[src/rtl/answer_byte_streamer.sv]
// Answer-path transmitter: optional 4-byte little-endian length header, then the
// payload bytes read from answer-buffer words, LSB byte first, onto the UART TX interface.
module answer_byte_streamer #(
    parameter int unsigned WORD_WIDTH = 32,
    parameter bit          HEADER_EN  = 1'b1
) (
    input  logic                  i_clk,
    input  logic                  i_rst,
    input  logic                  start,
    input  logic [31:0]           answer_size_in_bytes,
    input  logic [WORD_WIDTH-1:0] word_data,
    input  logic                  word_valid,
    output logic                  word_ready,
    output logic [7:0]            tx_data,
    output logic                  tx_valid,
    input  logic                  tx_ready,
    output logic                  busy,
    output logic                  done
);

    localparam int unsigned BytesPerWord = WORD_WIDTH / 8;
    localparam int unsigned IdxW         = $clog2(BytesPerWord + 1);

    typedef enum logic [2:0] {StIdle, StHdr, StLoad, StSend, StDone} state_e;

    state_e                state_q, state_d;
    logic [31:0]           size_q, size_d;
    logic [31:0]           remaining_q, remaining_d;
    logic [1:0]            hdr_cnt_q, hdr_cnt_d;
    logic [IdxW-1:0]       byte_idx_q, byte_idx_d;
    logic [WORD_WIDTH-1:0] shift_q, shift_d;

    always_ff @(posedge i_clk) begin
        if (i_rst) begin
            state_q     <= StIdle;
            size_q      <= '0;
            remaining_q <= '0;
            hdr_cnt_q   <= '0;
            byte_idx_q  <= '0;
            shift_q     <= '0;
        end else begin
            state_q     <= state_d;
            size_q      <= size_d;
            remaining_q <= remaining_d;
            hdr_cnt_q   <= hdr_cnt_d;
            byte_idx_q  <= byte_idx_d;
            shift_q     <= shift_d;
        end
    end

    always_comb begin
        state_d     = state_q;
        size_d      = size_q;
        remaining_d = remaining_q;
        hdr_cnt_d   = hdr_cnt_q;
        byte_idx_d  = byte_idx_q;
        shift_d     = shift_q;
        word_ready  = 1'b0;
        tx_valid    = 1'b0;
        tx_data     = 8'h00;
        busy        = 1'b1;
        done        = 1'b0;

        unique case (state_q)
            StIdle: begin
                busy = 1'b0;
                if (start) begin
                    size_d      = answer_size_in_bytes;
                    remaining_d = answer_size_in_bytes;
                    hdr_cnt_d   = 2'd3;
                    if (HEADER_EN) begin
                        state_d = StHdr;
                    end else if (answer_size_in_bytes != 32'd0) begin
                        state_d = StLoad;
                    end else begin
                        state_d = StDone;
                    end
                end
            end

            StHdr: begin
                tx_valid = 1'b1;
                // hdr_cnt counts down, so 3 selects the least significant size byte.
                case (hdr_cnt_q)
                    2'd3:    tx_data = size_q[7:0];
                    2'd2:    tx_data = size_q[15:8];
                    2'd1:    tx_data = size_q[23:16];
                    default: tx_data = size_q[31:24];
                endcase
                if (tx_ready) begin
                    if (hdr_cnt_q == 2'd0) begin
                        state_d = (remaining_q != 32'd0) ? StLoad : StDone;
                    end else begin
                        hdr_cnt_d = hdr_cnt_q - 2'd1;
                    end
                end
            end

            StLoad: begin
                word_ready = 1'b1;
                if (word_valid) begin
                    shift_d    = word_data;
                    byte_idx_d = IdxW'(BytesPerWord);
                    state_d    = StSend;
                end
            end

            StSend: begin
                tx_valid = 1'b1;
                tx_data  = shift_q[7:0];
                if (tx_ready) begin
                    shift_d     = shift_q >> 8;
                    remaining_d = remaining_q - 32'd1;
                    byte_idx_d  = byte_idx_q - IdxW'(1);
                    // Final byte wins over word boundary: leftover bytes are dropped.
                    if (remaining_q == 32'd1) begin
                        state_d = StDone;
                    end else if (byte_idx_q == IdxW'(1)) begin
                        state_d = StLoad;
                    end
                end
            end

            StDone: begin
                done    = 1'b1;
                state_d = StIdle;
            end

            default: state_d = StIdle;
        endcase
    end

endmodule

[config.mk]
export PLATFORM = sky130hd
export DESIGN_NAME = answer_byte_streamer
export DESIGN_NICKNAME = d
export VERILOG_FILES = /design/src/rtl/answer_byte_streamer.sv
export SDC_FILE = /design/constraint.sdc
export NUM_CORES = 1
export LEC_CHECK = 0
export ABC_CLOCK_PERIOD_IN_PS = 2000
export CORE_MARGIN = 10
export CORE_UTILIZATION = 43
export CTS_CLUSTER_DIAMETER = 40
export DETAILED_ROUTE_END_ITERATION = 8
export PLACE_DENSITY = 0.69
export SLEW_MARGIN = 20
export SYNTH_ARGS = -nofsm -noshare
export SYNTH_HDL_FRONTEND = slang
export SYNTH_SLANG_ARGS = --single-unit
export TNS_END_PERCENT = 20
[constraint.sdc]
create_clock -name i_clk -period 2 [get_ports i_clk]
set_clock_uncertainty 0.15 [all_clocks]
set_input_delay 0.2 -clock i_clk [delete_from_list [all_inputs] [get_ports i_clk]]
set_output_delay 0.2 -clock i_clk [all_outputs]
set_load 0.01 [all_outputs]
==> impl_metrics.yaml <==
yosys:
  ys.flop_type: "dfxtp_1"
  netlist_area_um2: 5410
  synth_fp_nets: 775
  synth_fa_ha_area_share_pct: 1.85
  synth-xor-area-share_pct: 0
  yosys_warnings: 0
  synth_compound_area_share_pct: 21.9
  synth_cells: 698
  synth_cell_type_count: 64
  syn_area_per_cell_um2: 7.74
  ys_seq_elements: 104
  muxShareOfSynthArea_pct: 2.82
  synth_enable_flop_cells: 0
  yosysSeqAreaShare_pct: 38.5
  yosys.area_share.simple_pct: 29.4
  synth_top_family_by_area: "simple AND/OR/NAND/NOR gates"
  async_flop_share_pct: 0
grt:
  grt_use_total_pct: 20.3
  grt_overflow_total: 0
  grt_pass1_wl_um: 29100
  antenna_found_initial: 0
  grt_max_degree: 88
  grt_pass1_vias: 5424
clock_tree:
  path_clk_slew_ns: 0.07
  clk_path_buf_depth: 2
  cts_tree: "built"
  clkSinkCount: 104
  hold_buffers: 0
  h-tree-depth: 3
  clkLatencyLatePin_ns: 0.36
  ctsRootBufferMaster: "clkbuf_16"
  cts-buffers-inserted: 9
sta:
  finalHoldViolCount: 0
  drv_slew: 0
  grt_setup_unrepaired: "yes"
  holdWs_ns: 0.100
  setup_viol: 19
  clock.fmax_mhz: 457
  fin_tns_setup_ns: -1.65
  final.setup.worst_slack_ns: -0.189
  max-slew-margin-rel_pct: 65.9
  max_slew.worst_pin.slew_ns: 0.510
  period_needed_ns: 2.19
  fin_crit_sh_pct: 109
power_and_ir_drop:
  swShare_pct: 31.2
  fin_total_pwr_mw: 6.15
  power.switching_mw: 1.92
  p_comb_share_pct: 30.0
  intPower_mw: 4.23
  clock_power_share_pct: 31.8
  p_leak_nw: 2.88
  power_frac_seq_pct: 38.1
  powerDensity_nw_per_um2: 808
  max-vdd-ir-drop_uv: 664
setup_path:
  critPathMaxStageDelay_ns: 0.43
  worstPathRequired_ns: 1.65
  crit_chain: "inv_2 > ha_4 > a222oi_1 > o21ai_1 > mux2i_1 > nor2_1 > buf_2"
  critPathSlowestCell: "a222oi_1"
  crit_family: "compound AO/OA/AOI/OAI gates"
  startpoint_type: "flip-flop"
  arrival_ns: 1.84
  critPathKind: "flip-flop to output pin"
  critPathCaptureType: "output pin"
  crit_fanout: 8
  worst-r2r-setup-slack_ns: -0.15
  path_buf_inv: 2
drt:
  drt_iter0_markers: 652
  drt_first_pass_iters: 7
  vias: 5879
  wirelength_um: 19000
  ant_nets: 0
  drc_errors: 0
  wl_per_cell_um: 18.9
  avgViaCountPerCell: 5.84
flow_run:
  max-cap-violations: 0
cells_and_area:
  areaGrowthSynthToFinish_pct: 40.9
  nets: 910
  drive_gt1_share_pct: 23.4
  fin_util_pct: 62.6
  fin_area_um2: 7610
  n_antenna_cell: 0
place:
  place_congestion: 0.931
  io_buffers: 80
  dp.final_hpwl_um: 13500
  placed_area_um2: 6960
floorplan:
  fp.dieArea_um2: 17500
  io_pins: 81
  fp.dieW_um: 132
  rows: 40
  core_area_um2: 12200
  initial_core_util_pct: 44.4
  die_h_um: 132
worst_hold_path:
  hp-class: "primary input to flip-flop"
outcome:
  violations: "negative setup slack"
  outcome: "finished with violations"
==> cell usage in the layout, fill, tap and decap left out, drive strengths merged, types with 5 or more instances in the layout <==
cell / n
a211oi: 5
a21oi: 59
a222oi: 9
a311oi: 24
a31oi: 5
buf: 114
clkbuf: 9
clkdlybuf4s50: 67
dfxtp: 104
ha: 8
inv: 15
mux2i: 13
nand2: 155
nand3: 24
nand4: 14
nor2: 60
nor3: 20
nor4: 16
o21ai: 27
or3: 5
or4: 7
==> cells by family after synthesis <==
kind of cell | count (synthesis)
compound gates | 174
mux | 15
buf+inv | 74
flops | 104
fa+ha+maj | 8
simple gates | 323
==> worst reg2reg max path, cell delays in order, from the launching register on <==
cell and delay [ns]:
dfxtp_4 0.34, or4_4 0.58, nor4_4 0.29, nand4_2 0.14, or4_1 0.43, a31oi_1 0.15
==> synthesized netlist by cell type, types with 3 or more instances <==
cell	n	area share, %
nand2_1	155	11
dfxtp_1	104	39
a21oi_1	59	5.5
nor2_1	59	4.1
clkbuf_1	50	3.5
o21ai_0	27	2.5
a311oi_1	24	3.9
nand3_1	23	2.1
nor3_1	19	1.8
inv_1	13	0.90
mux2i_1	13	2.4
nand4_1	13	1.5
nor4_1	12	1.4
a222oi_1	9	1.7
ha_1	8	1.9
a211oi_1	5	0.69
a31oi_1	5	0.58
buf_2	5	0.46
a2111oi_0	4	0.65
a21boi_0	4	0.56
buf_1	4	0.28
nor2b_1	4	0.46
nor4_4	4	1.6
o211ai_1	4	0.56
or3_1	4	0.46
or4_4	4	0.83
a22o_1	3	0.49
a2bb2oi_1	3	0.49
nor3b_1	3	0.42
o22ai_1	3	0.35
o32ai_1	3	0.49
or4_1	3	0.42
==> routing by layer <==
metal,up-vias,GRT usage [%],share of wire [%]
li1,2807,-,-
met5,-,0,0
met1,2815,26.6,44
met2,217,31.0,46
met3,40,4.80,6.9
met4,0,8.28,2.9
==> registers in the layout (all words and copies together) (netlist names) <==
register,flops
hdr_cnt_q,2
byte_idx_q,3
shift_q,32
state_q,3
remaining_q,32
size_q,32
==> per-stage QoR <==
stage          instances  worst slack (ns)
6_report            1006            -0.189
5_1_grt             1006            -0.281
4_1_cts              997            -0.135
3_5_place_dp         980            -0.270
3_3_place_gp         980            -0.200
2_1_floorplan        698            -0.158
==> power groups by stage <==
| stage | Sequential [mW] | Combinational, mW | Clock [mW] |
|---|---|---|---|
| 6_report | 2.35 | 1.85 | 1.96 |
| 5_1_grt | 2.36 | 1.98 | 2.06 |
| 4_1_cts | 2.34 | 1.66 | 1.99 |
| 3_5_place_dp | 2.38 | 1.59 | 0 |
| 3_3_place_gp | 2.37 | 1.56 | 0 |
| 2_1_floorplan | 2.36 | 0.830 | 0 |
==> final timing paths <==
kind / start / endpoint / cells after the start
max: hdr_cnt_q[1] / tx_data[7] / 7
min: i_rst / remaining_q[8] / 2
max reg2reg: remaining_q[11] / remaining_q[24] / 5
min reg2reg: shift_q[29] / shift_q[29] / 2
==> layout make-up <==
cell class,instances,area (µm²)
clock inverter,7,103
fill,1048,4550
clock buffer,9,225
timing repair buffer,185,1640
sequential,104,2100
inverter,13,51.3
multi-input combinational,520,3290
tap,168,210
==> what timing repair did <==
action,4_1_cts,5_1_grt
setup endpoints to repair,29,32
pin swaps,19,27
gates resized for setup,73,48
cloned,0,0
setup buffers,1,9
(Power assumes the default switching activity.)
